$ cat config.mk
export PLATFORM = sky130hd
export DESIGN_NAME = rate_detector
export DESIGN_NICKNAME = d
export VERILOG_FILES = /design/src/rtl/rate_detector.sv
export SDC_FILE = /design/constraint.sdc
export NUM_CORES = 1
export LEC_CHECK = 0
export BUFFER_PORTS_ARGS = -buffer_cell sky130_fd_sc_hd__buf_4
export CAP_MARGIN = 30
export CORE_ASPECT_RATIO = 0.7
export CORE_MARGIN = 3
export CORE_UTILIZATION = 51
export CTS_BUF_LIST = sky130_fd_sc_hd__clkbuf_2 sky130_fd_sc_hd__clkbuf_4 sky130_fd_sc_hd__clkbuf_8
export DETAILED_ROUTE_END_ITERATION = 10
export PLACE_DENSITY = 0.76
export SLEW_MARGIN = 10
export SYNTH_ARGS = -nofsm -noshare
export SYNTH_HDL_FRONTEND = slang
export SYNTH_SLANG_ARGS = --single-unit
$ cat constraint.sdc
create_clock -name clk -period 3.1 [get_ports clk]
set_input_delay 0.31 -clock clk [delete_from_list [all_inputs] [get_ports clk]]
set_output_delay 0.31 -clock clk [all_outputs]
set_load 0.02 [all_outputs]
$ cat src/rtl/rate_detector.sv
// Measures the spacing of a single-cycle tick stream and decodes it back to the
// 2-bit rate code that produced it, with lock, mismatch and timeout reporting.
module rate_detector #(
  parameter int CW  = 28,
  parameter int P0  = 3,
  parameter int P1  = 50_000_000,
  parameter int P2  = 100_000_000,
  parameter int P3  = 200_000_000,
  parameter int TOL = 1
) (
  input  logic          clk,
  input  logic          clear,
  input  logic          tick,
  output logic [1:0]    rate,
  output logic          valid,
  output logic [CW-1:0] period,
  output logic          err
);

  localparam int            TIMEOUT_I = P3 + TOL + 1;
  localparam logic [CW-1:0] TIMEOUT   = CW'(TIMEOUT_I);
  localparam int            PK [4]    = '{P0, P1, P2, P3};

  typedef enum logic [1:0] {
    S_IDLE,
    S_ARMED,
    S_CHECK,
    S_LOCKED
  } state_t;

  state_t        r_state, w_state_next;
  logic [1:0]    r_cand, w_cand_next;
  logic [1:0]    r_rate, w_rate_next;
  logic          r_valid, w_valid_next;
  logic [CW-1:0] r_period, w_period_next;
  logic          r_err, w_err_next;
  logic [CW-1:0] r_elapsed, w_elapsed_next;

  logic [3:0]    w_match;
  logic          w_hit;
  logic [1:0]    w_code;
  logic          w_timeout;

  // Elapsed equals the tick-to-tick period on the edge that samples the tick.
  generate
    for (genvar gi = 0; gi < 4; gi++) begin : g_win
      localparam int            LO_I = (PK[gi] > TOL) ? PK[gi] - TOL : 0;
      localparam logic [CW-1:0] LO   = CW'(LO_I);
      localparam logic [CW-1:0] HI   = CW'(PK[gi] + TOL);
      assign w_match[gi] = (r_elapsed >= LO) && (r_elapsed <= HI);
    end
  endgenerate

  always_comb begin
    w_hit  = 1'b0;
    w_code = 2'd0;
    for (int k = 3; k >= 0; k--) begin
      if (w_match[k]) begin
        w_hit  = 1'b1;
        w_code = 2'(k);
      end
    end
  end

  assign w_timeout = (r_elapsed == TIMEOUT);

  always_comb begin
    w_elapsed_next = tick ? CW'(1) : (w_timeout ? r_elapsed : r_elapsed + CW'(1));
  end

  always_comb begin
    w_state_next  = r_state;
    w_cand_next   = r_cand;
    w_rate_next   = r_rate;
    w_valid_next  = r_valid;
    w_period_next = r_period;
    w_err_next    = 1'b0;
    if (tick) begin
      if (r_state == S_IDLE) begin
        w_state_next = S_ARMED;
      end else begin
        w_period_next = r_elapsed;
        case (r_state)
          S_ARMED: begin
            if (w_hit) begin
              w_cand_next  = w_code;
              w_state_next = S_CHECK;
            end else begin
              w_err_next = 1'b1;
            end
          end
          S_CHECK: begin
            if (w_hit && w_code == r_cand) begin
              w_state_next = S_LOCKED;
              w_rate_next  = r_cand;
              w_valid_next = 1'b1;
            end else if (w_hit) begin
              w_cand_next = w_code;
            end else begin
              w_err_next   = 1'b1;
              w_state_next = S_ARMED;
            end
          end
          S_LOCKED: begin
            if (!(w_hit && w_code == r_rate)) begin
              w_valid_next = 1'b0;
              w_err_next   = 1'b1;
              if (w_hit) begin
                w_cand_next  = w_code;
                w_state_next = S_CHECK;
              end else begin
                w_state_next = S_ARMED;
              end
            end
          end
          default: w_state_next = S_IDLE;
        endcase
      end
    end else if (r_state != S_IDLE && w_timeout) begin
      w_state_next = S_IDLE;
      w_valid_next = 1'b0;
      w_err_next   = 1'b1;
    end
  end

  always_ff @(posedge clk or posedge clear) begin
    if (clear) begin
      r_state   <= S_IDLE;
      r_cand    <= 2'd0;
      r_rate    <= 2'd0;
      r_valid   <= 1'b0;
      r_period  <= '0;
      r_err     <= 1'b0;
      r_elapsed <= '0;
    end else begin
      r_state   <= w_state_next;
      r_cand    <= w_cand_next;
      r_rate    <= w_rate_next;
      r_valid   <= w_valid_next;
      r_period  <= w_period_next;
      r_err     <= w_err_next;
      r_elapsed <= w_elapsed_next;
    end
  end

  assign rate   = r_rate;
  assign valid  = r_valid;
  assign period = r_period;
  assign err    = r_err;

endmodule

==> impl_table.tex, run 1 <==
\begin{tabular}{lr}
\hline
Metric & Value \\
\hline
\multicolumn{2}{l}{\textbf{Clock network}} \\
\quad Clock tree from TritonCTS & yes \\
\quad Clock latency of the later-clocked register in the worst-skew pair & approximately 0.35 ns \\
\quad Resized cells post-CTS & 0 \\
\quad Max Root-Sink Buffers & 2 \\
\quad Total setup buffers inserted after CTS & 0 \\
\quad Clk root buf & sky130\_fd\_sc\_hd\_\_clkbuf\_8 \\
\quad TritonCTS buffer count & 9 \\
\quad Number of levels in the clock H-tree & 3 \\
\quad CTS clk-pin slew, worst paths & around 0.07 ns \\
\quad Number of sinks on the clock net & 64 \\
\quad Hold buffer count at CTS & 0 \\
\multicolumn{2}{l}{\textbf{Global route}} \\
\quad GRT Resource Usage Total & 0.211 \\
\quad GRT overflow & 0 \\
\quad Maximum number of pins on one net before global-route repair & 39 \\
\quad Via count of the first global-routing pass & 2682 \\
\quad Wire length of the first global-routing pass & 13.6 mm \\
\quad Number of antenna violations at the first check in global routing & 0 \\
\multicolumn{2}{l}{\textbf{Timing}} \\
\quad Max-slew headroom & 0.551 \\
\quad Final Critical Period & about 2.9 ns \\
\quad RSZ-0062 raised after global routing & false \\
\quad Highest clock rate & 0.347 GHz \\
\quad Final worst setup slack & 0.219 ns \\
\quad Number of endpoints failing setup at the final stage & 0 \\
\quad Worst setup skew after layout & 0.00529 ns \\
\quad Number of max-slew violations in the final report & 0 \\
\quad Final number of hold-violating endpoints & 0 \\
\quad Worst slew pin tran & between 0.6 and 0.7 ns \\
\quad Final Cycle Share & 0.929 \\
\quad Worst hold margin & 0.0559 ns \\
\quad Total Negative Setup Slacks & 0 ns \\
\multicolumn{2}{l}{\textbf{Logic synthesis}} \\
\quad Synth Warn \# & 0 \\
\quad Complex-gate fraction of the synthesized area & 0.146 \\
\quad Flip-flop and latch count after synthesis & 64 \\
\quad Main combinational cell family by area after synthesis & simple AND/OR/NAND/NOR gates \\
\quad Total nets after synthesis & 366 \\
\quad Xor and xnor fraction of the mapped netlist area & 0.0462 \\
\quad Simple logic cell fraction of the synthesized area & 0.220 \\
\quad Cell count after synthesis & 359 \\
\quad Multiplexer share of the synthesized area & 0.0779 \\
\quad Number of distinct standard cells referenced by the synthesized netlist & 68 \\
\quad Avg Cell Area, Syn & approximately 10 um2 \\
\quad Syn Std Cell Area & 3600 um2 \\
\quad Ys async rst share & 1.00 \\
\quad Post-Synth Adder-Cell Area & 0.0139 \\
\quad Part of the Yosys area used for sequential elements & 0.445 \\
\quad EDFF count, synth & 0 \\
\quad Post-synth top flop & sky130\_fd\_sc\_hd\_\_dfrtp\_1 \\
\multicolumn{2}{l}{\textbf{Critical path}} \\
\quad Worst path arrival time & just over 3 ns \\
\quad Crit path cell chain & inv\_1 > ha\_1 > o21ba\_2 > and4b\_1 > o211ai\_1 > a211o\_1 > o31a\_1 > o21ai\_2 > a311oi\_2 > mux2\_1 \\
\quad Required time at the worst-slack endpoint & roughly 3.3 ns \\
\quad Crit-path slowest cell & sky130\_fd\_sc\_hd\_\_dfrtp\_1 \\
\quad Category of the worst setup path launch point & register \\
\quad Kind of critical path & reg -> reg \\
\quad Buffers \& Inverters on Critical Path & 1 \\
\quad Largest delay share family, worst path & compound AO/OA/AOI/OAI gates \\
\quad Capturing element type of the critical path & register \\
\quad Biggest fanout along the worst timing path & 7 \\
\quad Maximum single-stage delay on the critical path & 0.46 ns \\
\multicolumn{2}{l}{\textbf{Placed design}} \\
\quad GP Congestion & 0.921 \\
\quad Setup slack after placement & roughly 0.29 ns \\
\quad Half-perimeter wire length of the detailed placement result & 5.70 mm \\
\quad Input/output buffers & 34 \\
\quad Cells after DPL & about 470 \\
\multicolumn{2}{l}{\textbf{Floorplanning}} \\
\quad Initial Util & 0.552 \\
\quad Number of top-level design ports & 35 \\
\quad Die width & $\sim$110 um \\
\quad Count of standard-cell rows & 24 \\
\quad Placeable core area & 6520 um2 \\
\quad Area of the die & a little over 8000 um2 \\
\quad Die Span Y & between 70 and 80 um \\
\multicolumn{2}{l}{\textbf{Drt}} \\
\quad Number of violations reported at the end of detailed-routing iteration 0 & roughly 170 \\
\quad Average wire per standard cell & 16.8 um \\
\quad Met2 WL & 3.23 mm \\
\quad Metal1 wirelength & 4.07 mm \\
\quad Pre-antenna DRT Iters & 4 \\
\quad DRC violation count after routing & 0 \\
\quad WL met3 & 640 um \\
\quad Highest metal layer used by the detailed router & met4 \\
\quad Vias/cell & 5.91 \\
\quad Routed Wire Length & between 8 and 9 mm \\
\quad Antenna-violating nets left & 0 \\
\quad Vias after detailed routing & approximately 2900 \\
\multicolumn{2}{l}{\textbf{Layout}} \\
\quad Layout cells sized above 1 & 0.265 \\
\quad Finished Layout Cells & 483 \\
\quad Synthesis-to-layout area growth & 13.5\% \\
\quad Number of nets in the layout & $\sim$400 \\
\quad Number of diodes added for antenna fixing & 0 \\
\multicolumn{2}{l}{\textbf{Power and ir drop}} \\
\quad Leakage power & 1.83 nW \\
\quad Pwr per Cell Area & 477 nW/um2 \\
\quad Worst VDD drop & $\sim$0.26 mV \\
\multicolumn{2}{l}{\textbf{Flow run}} \\
\quad Max Cap Viol & 0 \\
\multicolumn{2}{l}{\textbf{Outcome}} \\
\quad Run status & complete, no violations \\
\multicolumn{2}{l}{\textbf{Hold path}} \\
\quad Worst min-delay path category & in -> async \\
\hline
\end{tabular}
## Yosys cell counts (all sizes together), types with 4 or more instances
| cell type | instances | area (um2) |
|---|---|---|
| and3 | 4 | 25.0 |
| or3 | 10 | 68.8 |
| and4 | 6 | 55.1 |
| nor3 | 13 | 81.3 |
| or4 | 5 | 48.8 |
| clkbuf | 13 | 58.8 |
| inv | 15 | 56.3 |
| xor2 | 7 | 61.3 |
| mux2 | 24 | 270 |
| o211ai | 6 | 50.1 |
| ha | 4 | 50.1 |
| nand4 | 10 | 68.8 |
| nand3 | 12 | 60.1 |
| nand2 | 27 | 101 |
| nor2 | 30 | 120 |
| dfrtp | 64 | 1600 |
| nor4 | 4 | 40.0 |
| a21oi | 22 | 114 |
| o21ai | 26 | 141 |
| xnor2 | 12 | 105 |
| buf | 9 | 66.3 |
## layout by cell type (no fill, tap or decap), types with 8 or more instances in the layout
cell type,count
sky130_fd_sc_hd__dfrtp_1,64
sky130_fd_sc_hd__nor3_1,11
sky130_fd_sc_hd__o21ai_0,23
sky130_fd_sc_hd__a21oi_1,21
sky130_fd_sc_hd__nand2_1,27
sky130_fd_sc_hd__nand4_1,9
sky130_fd_sc_hd__nor2_1,29
sky130_fd_sc_hd__xnor2_1,12
sky130_fd_sc_hd__clkbuf_8,9
sky130_fd_sc_hd__mux2_2,21
sky130_fd_sc_hd__nand3_1,12
sky130_fd_sc_hd__buf_4,39
sky130_fd_sc_hd__or3_1,8
sky130_fd_sc_hd__inv_1,14
## per-layer routing
| layer | GRT usage | up-vias |
|---|---|---|
| met4 | 0.0792 | 0 |
| met2 | 0.274 | 95 |
| met5 | 0 | - |
| met3 | 0.0669 | 18 |
| li1 | - | 1361 |
| met1 | 0.322 | 1382 |
## worst paths after layout
| path | start | slack, ns | to | cells past startpoint |
|---|---|---|---|---|
| worst max-delay path | r_elapsed[0]$_DFFE_PP0P_ | 0.22 | r_cand[1]$_DFFE_PP0P_ | 10 |
| worst min-delay path | clear | 0.06 | period[14]$_DFFE_PP0P_ | 2 |
| worst max register to register | r_elapsed[0]$_DFFE_PP0P_ | 0.22 | r_cand[1]$_DFFE_PP0P_ | 10 |
| worst min register to register | period[27]$_DFFE_PP0P_ | 0.50 | period[27]$_DFFE_PP0P_ | 2 |
| max in group asynchronous | clear | 2.43 | r_cand[0]$_DFFE_PP0P_ | 3 |
| min in group clk | tick | 0.38 | r_elapsed[20]$_DFFE_PP0P_ | 2 |
## worst register-to-register path, delay by kind of cell (launching register included)
family          cells  cell delay [ns]
flops               1             0.46
mux                 1             0.36
buf+inv             1             0.15
fa+ha+maj           1             0.27
compound gates      6             1.31
simple gates        1             0.21
## through the flow
step                      power, W  utilization  instance area (um2)
after floorplan            0.00118            -                 3600
after global placement     0.00127        0.599                 3900
after detailed placement   0.00128        0.599                 3900
after CTS                  0.00197        0.627                 4090
after global routing       0.00205        0.627                 4090
final                      0.00195        0.627                 4090
## logic make-up (layout without fill, tap and decap cells)
kind of cell | after synthesis | count (layout)
compound gates | 76 | 76
xor+xnor | 19 | 19
fa+ha+maj | 4 | 4
buf+inv | 37 | 70
flops | 64 | 64
mux | 25 | 25
simple gates | 134 | 134
## where the power goes
part / leakage (nW) / internal, W / switching (W)
registers: 0.878 / 0.000876 / 0.0000511
clock network: 0.0948 / 0.000363 / 0.000327
logic: 0.863 / 0.000133 / 0.000198
## cell type report
cell class	count	area [um2]
Tap cell	91	114
Sequential cell	64	1600
Clock buffer	9	124
Inverter	15	56.3
Clock inverter	6	61.3
Fill cell	548	2430
Timing Repair Buffer	40	313
Multi-Input combinational cell	258	1820
## state kept, by name, summed over array words and instances (netlist names)
| name | flops |
|---|---|
| err | 1 |
| period | 28 |
| r_cand | 2 |
| r_elapsed | 28 |
| r_state | 2 |
| rate | 2 |
| valid | 1 |
No activity file was read; power rests on OpenSTA's default activity.
==> run 2: changes to the inputs <==
CORE_ASPECT_RATIO = not set   (was 0.7)
==> run 2 against run 1 <==
Compared with the run above: clock power rose by 8.7%; fmax rose by 3.2%; clock skew rose by 0.0057 ns; cell count rose by 1.2%; sequential share of layout area fell by 0.46 points; global-route usage fell by 0.11 points; sequential power barely moved; largest power group unchanged; highest routed layer unchanged.
==> impl_table.tex, run 2 (synthesized netlist as in run 1, its figures left out) <==
\begin{tabular}{lr}
\hline
Metric & Value \\
\hline
\multicolumn{2}{l}{\textbf{Outcome}} \\
\quad Run status & complete, no violations \\
\multicolumn{2}{l}{\textbf{Layout}} \\
\quad Number of nets in the layout & 398 (+0.76\%) \\
\quad Layout cells sized above 1 & 0.270 (+0.00490) \\
\quad Number of diodes added for antenna fixing & 0 (unchanged) \\
\quad Commonest non-fill, non-tap cell in the layout & sky130\_fd\_sc\_hd\_\_dfrtp\_1 \\
\quad Commonest cells after routing, fill and taps aside & 64 x sky130\_fd\_sc\_hd\_\_dfrtp\_1, 41 x sky130\_fd\_sc\_hd\_\_buf\_4, 29 x sky130\_fd\_sc\_hd\_\_nor2\_1 \\
\quad Synthesis-to-layout area growth & 14.9\% \\
\multicolumn{2}{l}{\textbf{Timing}} \\
\quad Worst slew pin tran & 0.790 ns (+0.116 ns) \\
\quad RSZ-0062 raised after global routing & false \\
\quad Final worst setup slack & 0.307 ns (+0.0887 ns) \\
\quad Highest clock rate & 0.358 GHz (+3.2\%) \\
\quad Number of max-slew violations in the final report & 0 (unchanged) \\
\quad Worst setup skew after layout & 0.0110 ns (+0.00570 ns) \\
\quad Final Cycle Share & 0.901 (-0.0286) \\
\quad Final number of hold-violating endpoints & 0 (unchanged) \\
\quad Max-slew headroom & 0.474 (-0.0769) \\
\quad Total Negative Setup Slacks & 0 ns (unchanged) \\
\quad Number of endpoints failing setup at the final stage & 0 (unchanged) \\
\quad Final Critical Period & 2.79 ns (-0.0887 ns) \\
\multicolumn{2}{l}{\textbf{Floorplanning}} \\
\quad Number of top-level design ports & 35 (unchanged) \\
\quad Die width & 90.0 um (-15\%) \\
\quad Area of the die & 8100 um2 (-0.19\%) \\
\quad Initial Util & 0.545 (-0.00733) \\
\quad Count of standard-cell rows & 29 (+21\%) \\
\quad Placeable core area & 6600 um2 (+1.3\%) \\
\quad Die Span Y & 90.0 um (+18\%) \\
\multicolumn{2}{l}{\textbf{Critical path}} \\
\quad Required time at the worst-slack endpoint & 3.34 ns (about the same) \\
\quad Reg2reg setup slack & 0.31 ns (+0.09 ns) \\
\quad Category of the worst setup path launch point & register \\
\quad Kind of critical path & reg -> reg \\
\quad Launching point of the worst reg2reg path & r\_elapsed[1]\$\_DFFE\_PP0P\_ \\
\quad Crit path launch & r\_elapsed[1]\$\_DFFE\_PP0P\_ \\
\quad End of the worst register-to-register path & r\_cand[1]\$\_DFFE\_PP0P\_ \\
\quad Worst setup path endpoint & r\_cand[1]\$\_DFFE\_PP0P\_ \\
\quad Worst path arrival time & 3.03 ns (-0.08 ns) \\
\quad Capturing element type of the critical path & register \\
\quad Number of cells on the worst reg-to-reg path & 10 (unchanged) \\
\quad Biggest fanout along the worst timing path & 8 (+1) \\
\multicolumn{2}{l}{\textbf{Clock network}} \\
\quad Clock latency of the later-clocked register in the worst-skew pair & 0.35 ns (about the same) \\
\quad Total setup buffers inserted after CTS & 0 (unchanged) \\
\quad Resized cells post-CTS & 0 (unchanged) \\
\quad Max Root-Sink Buffers & 2 (unchanged) \\
\quad Number of levels in the clock H-tree & 3 (unchanged) \\
\quad Clk root buf & sky130\_fd\_sc\_hd\_\_clkbuf\_8 \\
\quad Number of sinks on the clock net & 64 (unchanged) \\
\quad Clock tree from TritonCTS & yes \\
\quad Hold buffer count at CTS & 1 (+1) \\
\quad CTS clk-pin slew, worst paths & 0.07 ns (about the same) \\
\quad TritonCTS buffer count & 9 (unchanged) \\
\multicolumn{2}{l}{\textbf{Drt}} \\
\quad Routed Wire Length & 8.00 mm (-1.1\%) \\
\quad Vias after detailed routing & 2783 (-2.6\%) \\
\quad Number of violations reported at the end of detailed-routing iteration 0 & 165 (-5.2\%) \\
\quad Pre-antenna DRT Iters & 4 (unchanged) \\
\quad DRC violation count after routing & 0 (unchanged) \\
\quad Vias/cell & 5.69 (-3.8\%) \\
\quad Average wire per standard cell & 16.4 um (-2.4\%) \\
\quad Antenna-violating nets left & 0 (unchanged) \\
\multicolumn{2}{l}{\textbf{Global route}} \\
\quad Number of antenna violations at the first check in global routing & 0 (unchanged) \\
\quad GRT overflow & 0 (unchanged) \\
\quad GRT Resource Usage Total & 0.210 (-0.00112) \\
\quad Wire length of the first global-routing pass & 13.9 mm (+1.6\%) \\
\quad Maximum number of pins on one net before global-route repair & 39 (unchanged) \\
\quad Via count of the first global-routing pass & 2757 (+2.8\%) \\
\multicolumn{2}{l}{\textbf{Flow run}} \\
\quad Max Cap Viol & 0 (unchanged) \\
\multicolumn{2}{l}{\textbf{Hold path}} \\
\quad Number of stages on the worst hold path & 2 \\
\quad Worst min-delay path category & in -> reg \\
\multicolumn{2}{l}{\textbf{Placed design}} \\
\quad GP Congestion & 0.895 (-2.7\%) \\
\quad Half-perimeter wire length of the detailed placement result & 5.73 mm (+0.46\%) \\
\quad Setup slack after placement & 0.310 ns (+0.0232 ns) \\
\quad Input/output buffers & 34 (unchanged) \\
\multicolumn{2}{l}{\textbf{Power and ir drop}} \\
\quad Pwr per Cell Area & 487 nW/um2 (+2.0\%) \\
\quad Worst VDD drop & 0.314 mV (+20\%) \\
\quad Leakage power & 1.86 nW (+1.6\%) \\
\hline
\end{tabular}
## run 2: cell type report
class / count / area (um2)
clock buffer: 13 / 166
clock inverter: 3 / 40.0
fill: 582 / 2470
inverter: 15 / 56.3
multi-input combinational: 258 / 1820
sequential: 64 / 1600
tap: 93 / 116
timing repair buffer: 43 / 338
## run 2: worst max-delay path, stage by stage (launching register included)
cell                       delay (ns)
sky130_fd_sc_hd__dfrtp_1         0.47
sky130_fd_sc_hd__inv_1           0.14
sky130_fd_sc_hd__ha_1            0.26
sky130_fd_sc_hd__o21ba_2         0.21
sky130_fd_sc_hd__and4b_1         0.21
sky130_fd_sc_hd__o211ai_1        0.31
sky130_fd_sc_hd__a211o_1         0.18
sky130_fd_sc_hd__o31a_1          0.14
sky130_fd_sc_hd__o21ai_2         0.08
sky130_fd_sc_hd__a311oi_2        0.33
sky130_fd_sc_hd__mux2_1          0.35
## run 2: routing by layer
metal | share of wire | wire length, um | track usage
met4 | 0.010 | 81 | 0.0574
met3 | 0.053 | 427 | 0.0643
met5 | 0 | 0 | 0
met2 | 0.46 | 3710 | 0.319
met1 | 0.47 | 3780 | 0.290
## run 2: worst min-delay path by stage
stage / start / to / slack, ns
6_report: tick / r_elapsed[21]$_DFFE_PP0P_ / 0.39
5_1_grt: tick / r_elapsed[12]$_DFFE_PP0P_ / 0.39
4_1_cts: tick / r_elapsed[21]$_DFFE_PP0P_ / 0.38
3_5_place_dp: clear / period[17]$_DFFE_PP0P_ / 0.34
3_3_place_gp: period[5]$_DFFE_PP0P_ / period[5]$_DFFE_PP0P_ / 0.46
2_1_floorplan: r_cand[0]$_DFFE_PP0P_ / r_cand[0]$_DFFE_PP0P_ / 0.46
## run 2: power by group
group	switching (W)	total, W	leakage (nW)	internal (W)
Clock	0.000319	0.000750	0.110	0.000431
Combinational	0.000199	0.000335	0.876	0.000136
Sequential	0.0000504	0.000927	0.878	0.000876
## run 2: per-stage QoR
step,total power [W],std cells,cell area (um2),utilization,hold WS (ns)
2_1_floorplan,0.00118,359,3600,-,0.458
3_5_place_dp,0.00128,472,3920,0.593,0.339
4_1_cts,0.00203,489,4140,0.626,0.380
3_3_place_gp,0.00127,471,3900,0.590,0.462
5_1_grt,0.00210,489,4140,0.626,0.395
6_report,0.00201,489,4140,0.626,0.388
